==> config.mk <==
export PLATFORM = sky130hd
export DESIGN_NAME = data_table_rd_arbiter
export DESIGN_NICKNAME = d
export VERILOG_FILES = /design/src/rtl/data_table_rd_arbiter.sv
export SDC_FILE = /design/constraint.sdc
export NUM_CORES = 1
export LEC_CHECK = 0
export BUFFER_PORTS_ARGS = -buffer_cell sky130_fd_sc_hd__buf_2
export CAP_MARGIN = 20
export CORE_ASPECT_RATIO = 1.1
export CORE_UTILIZATION = 45
export CTS_BUF_LIST = sky130_fd_sc_hd__clkbuf_8 sky130_fd_sc_hd__clkbuf_16
export DETAILED_ROUTE_END_ITERATION = 10
export HOLD_SLACK_MARGIN = 0.1
export PLACE_DENSITY = 0.89
export SKIP_LAST_GASP = 1
export SLEW_MARGIN = 20
export SYNTH_ARGS = -nofsm -noshare
export SYNTH_HDL_FRONTEND = slang
export SYNTH_SLANG_ARGS = --single-unit
==> constraint.sdc <==
create_clock -name clk_i -period 8.6 [get_ports clk_i]
set_clock_uncertainty 0.1 [all_clocks]
set_input_delay 1.29 -clock clk_i [delete_from_list [all_inputs] [get_ports clk_i]]
set_output_delay 1.29 -clock clk_i [all_outputs]
set_load 0.05 [all_outputs]
==> src/rtl/data_table_rd_arbiter.sv <==
// Round-robin arbiter sharing the data-table RAM read port among search engines,
// with a tag pipeline that routes returning data to its requester. Option: DT_RD_ARB_STALL_CNT_EN.
module data_table_rd_arbiter #(
  parameter int REQ_CNT     = 3,
  parameter int A_WIDTH     = 10,
  parameter int D_WIDTH     = 64,
  parameter int RAM_LATENCY = 2,
  localparam int ID_WIDTH   = (REQ_CNT > 1) ? $clog2(REQ_CNT) : 1
) (
  input  logic                       clk_i,
  input  logic                       rst_i,
  input  logic [REQ_CNT-1:0]         req_i,
  input  logic [REQ_CNT*A_WIDTH-1:0] req_addr_i,
  output logic [REQ_CNT-1:0]         gnt_o,
  output logic [REQ_CNT-1:0]         rd_data_val_o,
  output logic [D_WIDTH-1:0]         rd_data_o,
  output logic [A_WIDTH-1:0]         ram_rd_addr_o,
  output logic                       ram_rd_en_o,
  input  logic [D_WIDTH-1:0]         ram_rd_data_i,
  output logic                       busy_o,
  output logic [15:0]                stall_cnt_o
);

  // Handshake: req_i is held with a stable address until gnt_o is seen high in
  // the same cycle; a grant issues the read and the data returns RAM_LATENCY
  // cycles later, flagged by rd_data_val_o for that requester only.

  logic [ID_WIDTH-1:0]    ptr_q;
  logic                   win_vld;
  int                     win_idx;
  int                     cand;
  logic [ID_WIDTH-1:0]    win_id;

  logic [RAM_LATENCY-1:0] vld_q;
  logic [ID_WIDTH-1:0]    id_q [RAM_LATENCY];

  always_comb begin
    win_vld = 1'b0;
    win_idx = 0;
    cand    = 0;
    for (int k = 0; k < REQ_CNT; k++) begin
      cand = int'(ptr_q) + k;
      if (cand >= REQ_CNT) cand = cand - REQ_CNT;
      if (!win_vld && req_i[cand]) begin
        win_vld = 1'b1;
        win_idx = cand;
      end
    end
  end

  assign win_id        = ID_WIDTH'(win_idx);
  assign gnt_o         = win_vld ? (REQ_CNT'(1) << win_idx) : '0;
  assign ram_rd_en_o   = win_vld;
  assign ram_rd_addr_o = win_vld ? req_addr_i[win_idx*A_WIDTH +: A_WIDTH] : '0;

  always_ff @(posedge clk_i or posedge rst_i) begin
    if (rst_i) begin
      ptr_q <= '0;
    end else if (win_vld) begin
      ptr_q <= (win_idx == REQ_CNT-1) ? '0 : ID_WIDTH'(win_idx + 1);
    end
  end

  // Tag pipeline never stalls: it mirrors the fixed RAM read latency.
  always_ff @(posedge clk_i or posedge rst_i) begin
    if (rst_i) begin
      vld_q <= '0;
      for (int i = 0; i < RAM_LATENCY; i++) id_q[i] <= '0;
    end else begin
      vld_q[0] <= win_vld;
      id_q[0]  <= win_id;
      for (int i = 1; i < RAM_LATENCY; i++) begin
        vld_q[i] <= vld_q[i-1];
        id_q[i]  <= id_q[i-1];
      end
    end
  end

  assign rd_data_val_o = vld_q[RAM_LATENCY-1] ? (REQ_CNT'(1) << id_q[RAM_LATENCY-1]) : '0;
  assign rd_data_o     = ram_rd_data_i;
  assign busy_o        = |vld_q;

`ifdef DT_RD_ARB_STALL_CNT_EN
  logic [15:0] stall_q;
  logic [4:0]  lost;
  logic [16:0] stall_sum;

  always_comb begin
    lost = '0;
    for (int i = 0; i < REQ_CNT; i++) lost = lost + 5'(req_i[i] & ~gnt_o[i]);
  end

  assign stall_sum = {1'b0, stall_q} + 17'(lost);

  always_ff @(posedge clk_i or posedge rst_i) begin
    if (rst_i) stall_q <= '0;
    else       stall_q <= stall_sum[16] ? 16'hFFFF : stall_sum[15:0];
  end

  assign stall_cnt_o = stall_q;
`else
  assign stall_cnt_o = '0;
`endif

endmodule

Word-level counts from Yosys, hierarchy flattened
Index checks and enable logic that the tools add are counted.
Widths: inputs -> output; s select.
{"block": "word_totals", "reg_bits": 8, "in_bits": 99, "out_inout_bits": 98}
{"block": "classes", "n_addsub": 6, "multipliers": 1, "n_lt_le_gt_ge": 6, "eq_ne": 1, "shift": 3, "mux": 22, "reduce_logical": 5}
{"cell": "$mux 32", "n": 6}
{"cell": "$lt 32x4->1 const B", "n": 3}
{"cell": "$eq 32x3->1 const B", "n": 1}
{"cell": "$mul 32x4->31 const B", "n": 1}
{"cell": "$shiftx 30x32->10", "n": 1}
{"cell": "$shl 1x32->3 const A", "n": 1}
{"cell": "$mux 10", "n": 1}
{"cell": "$mux 1", "n": 9}
{"cell": "$sub 3x2->4 const B", "n": 2}
{"cell": "$bmux 1 s2", "n": 3}
{"cell": "$ge 3x2->1 const B", "n": 2}
{"cell": "$mux 3", "n": 2}
{"cell": "$add 2x1->3 const B", "n": 1}
{"cell": "$add 2x2->3 const B", "n": 1}
{"cell": "$shl 1x2->3 const A", "n": 1}
{"cell": "$sub 2x2->3 const B", "n": 1}
{"cell": "$add 2x2->2 const B", "n": 1}
{"cell": "$ge 2x2->1 const B", "n": 1}
{"cell": "$logic_and 1x1->1", "n": 2}
{"cell": "$logic_not 1->1", "n": 2}
{"cell": "$mux 2", "n": 1}
{"cell": "$reduce_or 2->1", "n": 1}

Logic depth before layout (Yosys ltp)
{"block": "logic_depth", "depth_word": 15, "mapped_depth": 18, "mapped_depth_nobuf": 17}

Worst setup path after synthesis
No wires, ideal clock.
{"block": "synth_timing", "path_type": "in2out", "startpoint": "in req_i[2]", "endpoint": "out ram_rd_addr_o[5]", "arrival_ns": 5.587, "required_time_ns": 7.210, "setup_slack_ns": 1.623, "stages": 15, "path_buffers": 1, "path_cell_list": "or3b_1 a21boi_1 o21ai_1 or3_1 inv_1 ha_1 ha_1 inv_1 fa_1 xor2_1 clkbuf_1 nand2_1 o311ai_0 a31oi_1 nor4_1"}
{"block": "synth_via", "elab_chain_cells": 13}
{"element": "start, declared", "line_no": "12", "text": "input logic [REQ_CNT-1:0] req_i,"}
{"element": "$bmux 1 s2", "line_no": "44", "text": "if (!win_vld && req_i[cand]) begin"}
{"element": "$mux 1 (not written as such) (2 in series)", "line_no": "44"}
{"element": "$mux 1", "line_no": "44"}
{"element": "$logic_not 1->1", "line_no": "44"}
{"element": "$logic_and 1x1->1", "line_no": "44"}
{"element": "$mux 1", "line_no": "44"}
{"element": "$logic_not 1->1", "line_no": "44"}
{"element": "$logic_and 1x1->1", "line_no": "44"}
{"element": "$mux 32", "line_no": "44"}
{"element": "$mul 32x4->31", "line_no": "54", "text": "assign ram_rd_addr_o = win_vld ? req_addr_i[win_idx*A_WIDTH +: A_WIDTH] : '0;"}
{"element": "$shiftx 30x32->10", "line_no": "54"}
{"element": "$mux 10 (*)", "line_no": "54"}
{"element": "end, declared", "line_no": "17", "text": "output logic [A_WIDTH-1:0] ram_rd_addr_o,"}
Mark *: on every way between the ends. The rest lies on a longest branch, timed or not. The select of a mux whose other input is x is not followed.

Final worst setup path
Ends and elaborated chain as after synthesis.

==> impl_summary.txt <==
----------------------------------------------------
[Synthesis]
  Count of flip-flops with a built-in enable after synthesis ... 0
  Count of mapped cells out of synthesis ... 360
  Count of state elements after synthesis ... 8
  Register area share after synthesis ... 7.82%
  Cell taking the most area after synthesis ... sky130_fd_sc_hd__buf_4
  Area share of the largest cell type after synthesis ... 24.1%
  Largest cells by area after synthesis ... sky130_fd_sc_hd__buf_4, sky130_fd_sc_hd__dfrtp_1, sky130_fd_sc_hd__mux2i_1
  Most common flop cell mapped by yosys ... sky130_fd_sc_hd__dfrtp_1
  Synth cell types ... 67
  Mean Syn Cell Area ... 7.11 um^2
  Synth Cell Area ... 2560 um^2
  Share of async-settable or async-resettable flops after synthesis ... 100%
  Number of warnings issued by yosys ... 0

[Worst setup path]
  Launching element type of the critical path ... primary input
  Endpoint class of the critical path ... output pin
  CP Launch Point ... req_i[2]
  Peak fanout along the critical path ... 21
  Startpoint-to-endpoint class of the critical path ... primary input to output pin
  Required time at the endpoint of the critical path ... 7210 ps
  Startpoint of the most critical register-to-register path ... ptr_q[1]$_DFFE_PP0P_
  Arrival time at the worst endpoint ... 5650 ps

[Layout]
  Count of antenna diodes in the layout ... 0
  Final std cell area, no fill ... 2310 um^2
  Ratio of cells with drive above 1 in the final layout ... 19.8%
  Footprint of the flip-flops and latches ... 200 um^2
  Most common cell after layout, fill and taps aside ... sky130_fd_sc_hd__buf_2
  Final Non-Filler Cells ... 408
  Final cell utilization of the core ... 42.6%
  Leading cell types in the layout, fill and taps excluded ... sky130_fd_sc_hd__buf_2, sky130_fd_sc_hd__nand2_1, sky130_fd_sc_hd__nand3_1, sky130_fd_sc_hd__mux2i_1
  Layout fillers ... 581
  Relative area change from synthesis to final layout ... -9.54%
  # nets final ... 446
  Area occupied by multi-input gates ... 1640 um^2

[Clock tree]
  Root Driver ... sky130_fd_sc_hd__clkbuf_8
  Latest clock arrival within the worst-skew pair ... 220 ps
  Post-CTS Setup Bufs ... 0
  CTS Hold Buffers Added ... 0
  Post-CTS Resized ... 0
  Clock buffer depth ... 2
  Number of buffers added by the clock tree synthesis step ... 3
  TritonCTS clock tree ... done
  Clock-pin slew of the registers on the worst-case setup and hold paths ... 40 ps
  Maximum level of the CTS H-tree ... 1
  Number of clock sinks ... 8

[Global routing]
  Initial antenna violation count ... 0
  First-pass GRT wire length ... 10.2 mm
  Total overflow reported by the global router ... 0
  Maximum number of pins on one net before global-route repair ... 31
  GRT Overall Usage ... 21.8%
  Via count of the first global-routing pass ... 2,173

[Power and ir drop]
  Leakage power ... 1.04 nW
  Power density over the cells ... 535 nW/um^2
  Peak supply drop ... 0.216 mV

[Timing]
  Setup tns final ... 0 ps
  Slew of the pin with the lowest slew margin ... 873 ps
  Final setup violation count ... 0
  Fin. max-slew vios ... 0
  Share of the clock period used by the worst path after layout ... 81.8%
  Post-layout min period ... 7040 ps
  Maximum clock frequency ... 142 MHz
  Unrepaired setup endpoints after global routing ... false
  Hold violation total from the final report ... 0
  Worst slew margin relative to its limit ... 41.6%

[Worst hold path]
  Tightest Hold Check Type ... flop to flop
  Launch point of the worst hold path ... id_q[3]$_DFF_PP0_

[Die]
  Core ar. ... 5430 um^2
  Die extent in x ... 73.9 um
  Std cell rows ... 28
  Number of top-level pins ... 197
  Total Die Area ... 5990 um^2
  Initial core utilization ... 47.1%
  Floorplan die height ... 81.1 um

[Status]
  Result of the run ... finished, final reports clean

[Placed design]
  Number of port buffers ... 52
  Placer's final routability congestion estimate ... 0.980
  Placed cell areas ... 2270 um^2
  Inst Count DP ... 405
  HPWL after DPL ... 5.17 mm

[Drt]
  Number of design rule violations left after detail routing ... 0
  Average detailed-routed wire length per instance ... 16.9 um
  Routed Antenna Nets ... 0
  Pre-Repair DR Iteration Count ... 5
  Ratio of routed vias to standard cells ... 6.16
  DRT iter0 DRCs ... 250
  Sum of routed wire length over all layers ... 6.91 mm
  Via total after detailed routing ... 2,513

[Flow run]
  Maximum Capacitance Violations ... 0

----------------------------------------------------
==> critical path, cell delays in order <==
cell,delay (ps)
sky130_fd_sc_hd__buf_2,140
sky130_fd_sc_hd__or3b_1,190
sky130_fd_sc_hd__o22a_1,670
sky130_fd_sc_hd__clkinv_2,150
sky130_fd_sc_hd__ha_1,320
sky130_fd_sc_hd__ha_1,130
sky130_fd_sc_hd__inv_1,50
sky130_fd_sc_hd__fa_1,400
sky130_fd_sc_hd__xor2_1,660
sky130_fd_sc_hd__nand2_1,370
sky130_fd_sc_hd__o311ai_0,440
sky130_fd_sc_hd__a31oi_1,70
sky130_fd_sc_hd__nor4_1,410
sky130_fd_sc_hd__buf_2,340
==> metrics by stage <==
| step | setup WS, ps | hold slack (ps) | power (mW) |
|---|---|---|---|
| 6_report | 1560 | 244 | 1.24 |
| 5_1_grt | 1440 | 257 | 1.31 |
| 3_3_place_gp | 1970 | 233 | 1.17 |
| 3_5_place_dp | 1760 | 237 | 1.17 |
| 4_1_cts | 1720 | 245 | 1.22 |
| 2_1_floorplan | 1620 | 231 | 1.05 |
==> final timing paths <==
check | end | slack (ps) | depth (start not counted)
max reg2reg | ptr_q[1]$_DFFE_PP0P_ | 5340 | 9
max in group asynchronous | id_q[0]$_DFF_PP0_ | 7280 | 2
max | ram_rd_addr_o[5] | 1560 | 14
min reg2reg | id_q[1]$_DFF_PP0_ | 240 | 0
min in group asynchronous | vld_q[0]$_DFF_PP0_ | 900 | 2
min | id_q[1]$_DFF_PP0_ | 240 | 0
==> power by group <==
group	switching, mW	internal, mW	total, mW
registers	0.0122	0.0548	0.0670
logic	0.817	0.312	1.13
clock network	0.0129	0.0302	0.0431
==> synthesized netlist by cell type (all sizes together), types with 3 or more instances <==
cell type	n
mux2i	19
nand2	41
inv	16
ha	11
a21oi	17
a21o	4
o31ai	8
nand3	20
a221oi	3
mux2	5
a22oi	4
nor2	16
o221ai	3
or3b	3
nor2b	3
nor4	3
o22ai	3
buf	91
nor3	5
dfrtp	8
a31oi	7
o21ai	18
or3	3
o211ai	4
clkbuf	8
==> registers in the layout, indices dropped and copies added, names as in the netlist <==
register,count
vld_q,2
ptr_q,2
id_q,4
==> cell type report <==
type	instances	area share, %
inverters	17	2.81
multi-input cells	251	70.8
repair buffers	54	11.9
well taps	75	4.05
clock buffers	3	1.78
flip-flops and latches	8	8.65
==> logic make-up after synthesis <==
family | Yosys count | share of synthesized area [%]
AOI/OAI and AO/OA | 91 | 25.4
xor gates and xnor gates | 2 | 0.685
adders and majority gates | 13 | 6.55
buffers and inverters | 116 | 30.3
DFF | 8 | 7.82
muxes | 24 | 9.63
other | 1 | 0.147
and+or+nand+nor | 105 | 19.5
==> metal layers <==
metal  share of wire, %  vias to the layer above  wire, um  track usage [%]
li1                   -                     1133         -                -
met1                 39                     1111      2670             27.6
met2                 44                      221      3050             33.8
met3                 12                       48       823             4.09
met4                5.3                        0       365             13.7
met5                  0                        -         0                0
(Power assumes the default switching activity.)
